## src/rtl/alu_bist.sv

```systemverilog
// alu_bist: built-in self-test engine driving a 32-bit ALU with directed + LFSR vectors.
// Optional macro ALU_BIST_ZERO_CHECK_EN adds the Zero flag to the mismatch check.
`timescale 1ns/1ps

package alu_bist_pkg;
  typedef enum logic [2:0] {
    ALU_ADD = 3'b000,
    ALU_SUB = 3'b001,
    ALU_AND = 3'b010,
    ALU_OR  = 3'b011,
    ALU_SLT = 3'b101
  } alu_ops;
endpackage

module alu_bist #(
  parameter int          NUM_VECTORS = 256,
  parameter logic [31:0] SEED        = 32'hACE1_2345
) (
  input  logic        clk,
  input  logic        reset,
  input  logic        start,
  output logic        busy,
  output logic        done,
  output logic        pass,
  output logic [15:0] err_count,
  output logic [2:0]  first_fail_op,
  output logic [31:0] first_fail_a,
  output logic [31:0] first_fail_b,
  output logic [31:0] alu_a,
  output logic [31:0] alu_b,
  output logic [2:0]  alu_ctrl,
  input  logic [31:0] alu_result,
  input  logic        alu_zero
);
  import alu_bist_pkg::*;

  localparam logic [31:0] MASK   = 32'h8020_0003;
  localparam logic [31:0] SEED_A = (SEED == 32'h0) ? 32'h1 : SEED;
  localparam logic [31:0] SEED_B = (~SEED == 32'h0) ? 32'h1 : ~SEED;
  localparam int          VW     = $clog2(NUM_VECTORS);
  localparam logic [VW-1:0] LAST_VEC = VW'(NUM_VECTORS - 1);

  typedef enum logic [1:0] {S_IDLE, S_DRIVE, S_CHECK, S_DONE} state_t;

  state_t        state, state_nxt;
  logic [2:0]    op_idx, nop;
  logic [VW-1:0] vec_idx, nvec;
  logic [31:0]   lfsr_a, lfsr_b;
  logic [31:0]   exp_res;
  logic          exp_zero, mismatch, launch, adv, last_op, last_vec;

  function automatic logic [31:0] lfsr_step(input logic [31:0] s);
    return s[0] ? ((s >> 1) ^ MASK) : (s >> 1);
  endfunction

  function automatic logic [2:0] op_code(input logic [2:0] idx);
    case (idx)
      3'd0:    return ALU_ADD;
      3'd1:    return ALU_SUB;
      3'd2:    return ALU_AND;
      3'd3:    return ALU_OR;
      default: return ALU_SLT;
    endcase
  endfunction

  assign last_op  = (op_idx == 3'd4);
  assign last_vec = (vec_idx == LAST_VEC);

  always_ff @(posedge clk) begin
    if (reset) state <= S_IDLE;
    else       state <= state_nxt;
  end

  always_comb begin
    state_nxt = state;
    case (state)
      S_IDLE, S_DONE: if (start) state_nxt = S_DRIVE;
      S_DRIVE:        state_nxt = S_CHECK;
      S_CHECK:        state_nxt = (last_op && last_vec) ? S_DONE : S_DRIVE;
      default:        state_nxt = S_IDLE;
    endcase
  end

  always_comb begin
    busy = (state == S_DRIVE) || (state == S_CHECK);
    done = (state == S_DONE);
    pass = (state == S_DONE) && (err_count == 16'h0);
  end

  // Golden model evaluated on the registered operands the ALU is seeing.
  always_comb begin
    exp_res = 32'h0;
    case (alu_ctrl)
      ALU_ADD: exp_res = alu_a + alu_b;
      ALU_SUB: exp_res = alu_a - alu_b;
      ALU_AND: exp_res = alu_a & alu_b;
      ALU_OR:  exp_res = alu_a | alu_b;
      ALU_SLT: exp_res = {31'b0, $signed(alu_a) < $signed(alu_b)};
      default: exp_res = 32'h0;
    endcase
    exp_zero = (exp_res == 32'h0);
  end

`ifdef ALU_BIST_ZERO_CHECK_EN
  assign mismatch = (alu_result != exp_res) || (alu_zero != exp_zero);
`else
  logic unused_zero;
  assign unused_zero = alu_zero ^ exp_zero;
  assign mismatch    = (alu_result != exp_res);
`endif

  // Select the vector to be loaded on this edge (first of a run, or the next one).
  always_comb begin
    launch = ((state == S_IDLE) || (state == S_DONE)) && start;
    adv    = (state == S_CHECK) && !(last_op && last_vec);
    nop    = op_idx;
    nvec   = vec_idx;
    if (launch) begin
      nop  = 3'd0;
      nvec = '0;
    end else if (adv) begin
      if (last_vec) begin
        nop  = op_idx + 3'd1;
        nvec = '0;
      end else begin
        nvec = vec_idx + 1'b1;
      end
    end
  end

  always_ff @(posedge clk) begin
    if (reset) begin
      op_idx        <= 3'd0;
      vec_idx       <= '0;
      lfsr_a        <= SEED_A;
      lfsr_b        <= SEED_B;
      alu_a         <= 32'h0;
      alu_b         <= 32'h0;
      alu_ctrl      <= ALU_ADD;
      err_count     <= 16'h0;
      first_fail_op <= ALU_ADD;
      first_fail_a  <= 32'h0;
      first_fail_b  <= 32'h0;
    end else begin
      if (launch) begin
        lfsr_a        <= SEED_A;
        lfsr_b        <= SEED_B;
        err_count     <= 16'h0;
        first_fail_op <= ALU_ADD;
        first_fail_a  <= 32'h0;
        first_fail_b  <= 32'h0;
      end else if ((state == S_CHECK) && mismatch) begin
        if (err_count != 16'hFFFF) err_count <= err_count + 16'h1;
        if (err_count == 16'h0) begin
          first_fail_op <= alu_ctrl;
          first_fail_a  <= alu_a;
          first_fail_b  <= alu_b;
        end
      end
      if (launch || adv) begin
        op_idx   <= nop;
        vec_idx  <= nvec;
        alu_ctrl <= op_code(nop);
        if (32'(nvec) < 32'd4) begin
          case (nvec[1:0])
            2'd0:    begin alu_a <= 32'h0000_0000; alu_b <= 32'h0000_0000; end
            2'd1:    begin alu_a <= 32'hFFFF_FFFF; alu_b <= 32'h0000_0001; end
            2'd2:    begin alu_a <= 32'h8000_0000; alu_b <= 32'h7FFF_FFFF; end
            default: begin alu_a <= 32'h7FFF_FFFF; alu_b <= 32'h8000_0000; end
          endcase
        end else begin
          alu_a  <= lfsr_a;
          alu_b  <= lfsr_b;
          lfsr_a <= lfsr_step(lfsr_a);
          lfsr_b <= lfsr_step(lfsr_b);
        end
      end
    end
  end

endmodule

```

## config.mk

```make
export PLATFORM = sky130hd
export DESIGN_NAME = alu_bist
export DESIGN_NICKNAME = d
export VERILOG_FILES = /design/src/rtl/alu_bist.sv
export SDC_FILE = /design/constraint.sdc
export NUM_CORES = 1
export LEC_CHECK = 0
export ABC_AREA = 1
export BUFFER_PORTS_ARGS = -buffer_cell sky130_fd_sc_hd__buf_2
export CAP_MARGIN = 25
export CORE_MARGIN = 3
export CORE_UTILIZATION = 25
export CTS_CLUSTER_DIAMETER = 100
export DETAILED_ROUTE_END_ITERATION = 10
export PLACE_DENSITY_LB_ADDON = 0.2
export SYNTH_ARGS = -nofsm -noshare
export SYNTH_HDL_FRONTEND = slang
export SYNTH_SLANG_ARGS = --single-unit
```

## constraint.sdc

```tcl
create_clock -name clk -period 3.5 [get_ports clk]
set_clock_uncertainty 0.05 [all_clocks]
set_input_delay 0.525 -clock clk [delete_from_list [all_inputs] [get_ports clk]]
set_output_delay 0.525 -clock clk [all_outputs]
set_load 0.005 [all_outputs]
```

==> summary.txt <==
Outcome
  – Outcome: completed

Place
  – Placed cells: 4,003
  – Dpl hpwl: 52,600 um
  – Placed Area: 20,400 sq um
  – Gpl congestion: 0.903
  – Port Buffer Count: 187

Power and ir drop
  – Clock share of power: 35.7%
  – Internal Pwr Total: 5.87 mW
  – Leakage: 12.3 nW
  – Peak VDD IR: 380 uV
  – Sequential share of power: 30.1%
  – Net Sw Power: 3.18 mW
  – Pwr dens: 398 nW/um^2
  – Logic pwr share: 34.1%
  – Switching share of power: 35.1%

Detailed routing
  – Average routed wire per standard cell: 16.3 um
  – DRT Wirelength: 66,600 um
  – # DRC: 0
  – Mean number of vias per cell: 4.36
  – First DRT Iteration DRCs: 1,088
  – Post-route ant nets: 0
  – Drt first pass iters: 6
  – DR vias: 17.8k

Timing
  – Minimum clock period: 3420 ps
  – Slew Viols, Final: 0
  – Max_slew headroom: 59.4%
  – RSZ-0062 raised after global routing: true
  – Fmax: 292 MHz
  – Final worst path period share: 97.8%
  – Setup TNS: 0 ps
  – Worst-Margin Slew: 610 ps
  – Final hold violation count: 0
  – Setup violators final: 0
  – Worst hold margin: 219 ps

Yosys
  – Warnings, synthesis: 0
  – Main combinational cell family by area after synthesis: simple AND/OR/NAND/NOR gates
  – Area share of fa/ha/maj cells after synthesis: 8.20%
  – Mux contribution to synthesized area: 0%
  – Post-Syn Instances: 2,773
  – Post-synth top flop: dfxtp_1
  – Synth unique cells: 50
  – Post-Synthesis Cell Area: 16,700 sq um
  – Yosys reg bits: 227
  – Synth Area in Compound Gates: 9.21%
  – Register area share after synthesis: 27.3%
  – Synth Area in XOR/XNOR: 0.841%
  – Post-Synthesis Mean Instance Area: 6.01 sq um
  – Top post-synthesis cells by count: nand2_1, inv_1, nor2_1
  – EDFF count, synth: 0
  – Ranking of synthesized cells by area: dfxtp_1, nand2_1, inv_1
  – Post-Syn Nets: 2,917
  – Synth Area in Simple Gates: 38.0%
  – Top cell type's share of synthesized area: 27.3%
  – Most frequent cell after synthesis: nand2_1
  – Synth area leader: dfxtp_1
  – Async SR Flop Fraction: 0%

Setup path
  – Crit Reg-Reg Startpoint: alu_b[0]$_SDFFE_PP0N_
  – Worst r2r path cells: 25
  – Crit-path max FO: 13
  – WS Path Type: flip-flop to flip-flop
  – Flop-to-flop setup slack: 80 ps
  – Critical Path RT: 3940 ps
  – Setup crit start kind: flip-flop
  – Setup crit end kind: flip-flop
  – WP data arrival: 3860 ps
  – Critical R2R Capture: first_fail_a[0]$_SDFFE_PP0P_

Floorplan
  – Die area: 69,800 sq um
  – Row cnt: 94
  – Starting Density: 25.3%
  – Core area: 65,900 sq um
  – Die height: 264 um
  – I/O pin total: 189
  – Die Width: 264 um

Layout
  – Final nets: 3,335
  – Final core utilization: 34.5%
  – Storage cell area: 4560 sq um
  – Area of the multi-input gates: 10,300 sq um
  – Non-filler cells, final: 4,078
  – Share of layout cells above drive strength 1: 26.3%
  – Post-Layout Inst Area: 22,800 sq um
  – Layout area overhead: 36.6%
  – Fillers: 7,328
  – N_diodes: 0

Global routing
  – Number of global-route vias before repair: 16.6k
  – Pin count of the biggest net entering global routing: 87
  – Initial antenna violation count: 0
  – GRT Util Overall: 18.2%
  – GR Overflow Total: 0
  – Global-route wire length before repair: 99,100 um

Clock network
  – Sink Count: 227
  – CTS tree: built
  – Clk_lat worst skew: 590 ps
  – # H-tree levels: 1
  – Reg clk slew, reported paths: 60 ps
  – Total CTS buffers: 29
  – Root buffer cell: clkbuf_16
  – CTS max path bufs: 3

Hold path
  – Hold depth: 4
  – Hold Startpoint: start
  – Min-Delay Path Class: input port to flip-flop
  – Hold path endpoint: state[1]$_SDFFE_PP0P_

Run
  – Number of max-cap violations: 0
## timing repair
item                                    in CTS  in global routing
setup buffers                                5                  9
endpoints found under the setup margin      83                115
gates resized for setup                     62                195
hold buffers                                 0                  0
hold endpoints to repair                     0                  0
pin swaps                                   12                 54
cloned                                       1                  7
## through the flow
step,power [mW],setup slack (ps)
finish,9.05,76.0
global route,9.61,-83.6
CTS,8.88,-0.118
detailed placement,5.53,-307
global placement,5.53,-271
floorplan,4.40,581
## cell families after synthesis
family	after synthesis
AOI/OAI and AO/OA	256
buffers and inverters	684
and+or+nand+nor	1482
DFF	227
adders and majority gates	108
xor gates and xnor gates	16
## how the worst max path moves through the flow
| stage | startpoint | to | slack, ps | cells after the start |
|---|---|---|---|---|
| final | alu_b[0]$_SDFFE_PP0N_ | first_fail_a[0]$_SDFFE_PP0P_ | 80 | 25 |
| after global routing | alu_b[6]$_SDFFE_PP0N_ | first_fail_b[12]$_SDFFE_PP0P_ | -80 | 24 |
| after CTS | alu_a[0]$_SDFFE_PP0N_ | first_fail_b[3]$_SDFFE_PP0P_ | -0.1 | 25 |
| after detailed placement | alu_b[0]$_SDFFE_PP0N_ | first_fail_a[5]$_SDFFE_PP0P_ | -310 | 24 |
| after global placement | alu_b[0]$_SDFFE_PP0N_ | first_fail_a[0]$_SDFFE_PP0P_ | -270 | 24 |
| after floorplan | alu_a[0]$_SDFFE_PP0N_ | err_count[8]$_SDFFE_PP0P_ | 580 | 24 |
## metal layers
metal | up-vias | GRT usage [%] | wire [um]
li1 | 9358 | - | -
met1 | 8048 | 25.8 | 32400
met2 | 311 | 29.9 | 30200
met3 | 65 | 2.08 | 2790
met4 | 0 | 3.51 | 1200
met5 | - | 0 | 0
## sequential cells by signal, indices dropped and copies added (netlist names)
name,cells
first_fail_op,3
vec_idx,8
first_fail_b,32
lfsr_a,32
op_idx,3
alu_a,32
state,2
first_fail_a,32
lfsr_b,32
alu_ctrl,3
alu_b,32
err_count,16
## cell type report
class	instances	share of cell area, %
Clock inverter	12	0.825
Sequential cell	227	20.1
Multi-Input combinational cell	1862	45.4
Inverter	575	9.50
Tap cell	864	4.75
Clock buffer	42	3.76
Timing Repair Buffer	496	15.8
## critical path, cell delays in order (launching register included)
cell	delay (ps)
dfxtp_4	400
ha_4	160
inv_4	40
fa_2	370
inv_2	90
nand3_4	80
nand3_4	100
buf_6	110
nand2_2	40
nand3_2	50
nand3b_1	120
xor2_1	180
inv_1	70
o21ai_2	50
nor2_2	160
nand4_1	140
nor2_1	120
buf_4	130
nand3_2	70
buf_6	150
nand3_4	90
buf_12	190
clkbuf_16	200
nand2_1	50
nand2_1	60
nor2_1	50
## power by group through the flow
| stage | logic (mW) | registers [mW] | clock network (mW) |
|---|---|---|---|
| final | 3.09 | 2.73 | 3.24 |
| after global routing | 3.44 | 2.74 | 3.43 |
| after CTS | 2.84 | 2.73 | 3.32 |
| after detailed placement | 2.75 | 2.78 | 0 |
| after global placement | 2.74 | 2.78 | 0 |
| after floorplan | 1.60 | 2.80 | 0 |
## cell usage in the layout (no fill, tap or decap), types with 8 or more instances in the layout
cell | Yosys | layout
nand2_1 | 841 | 773
inv_1 | 521 | 503
buf_4 | 29 | 280
nor2_1 | 278 | 259
dfxtp_1 | 227 | 218
buf_2 | 31 | 187
nand3_1 | 207 | 175
ha_1 | 106 | 73
nand2_2 | 11 | 69
o21ai_0 | 71 | 68
inv_2 | 47 | 65
nand4_1 | 63 | 63
a21oi_1 | 67 | 61
o211ai_1 | 42 | 42
clkbuf_16 | 0 | 34
nor2_2 | 21 | 31
nand3_2 | 8 | 29
o22ai_1 | 27 | 27
ha_4 | 0 | 25
nor2_4 | 10 | 19
o21ai_1 | 17 | 19
nor3_1 | 19 | 18
o221ai_1 | 15 | 15
buf_12 | 0 | 14
nand2_4 | 2 | 11
xor2_1 | 11 | 11
nand3_4 | 0 | 11
ha_2 | 0 | 8
clkbuf_8 | 0 | 8
buf_6 | 5 | 8
Note: power is estimated with default switching activity, not from simulation.
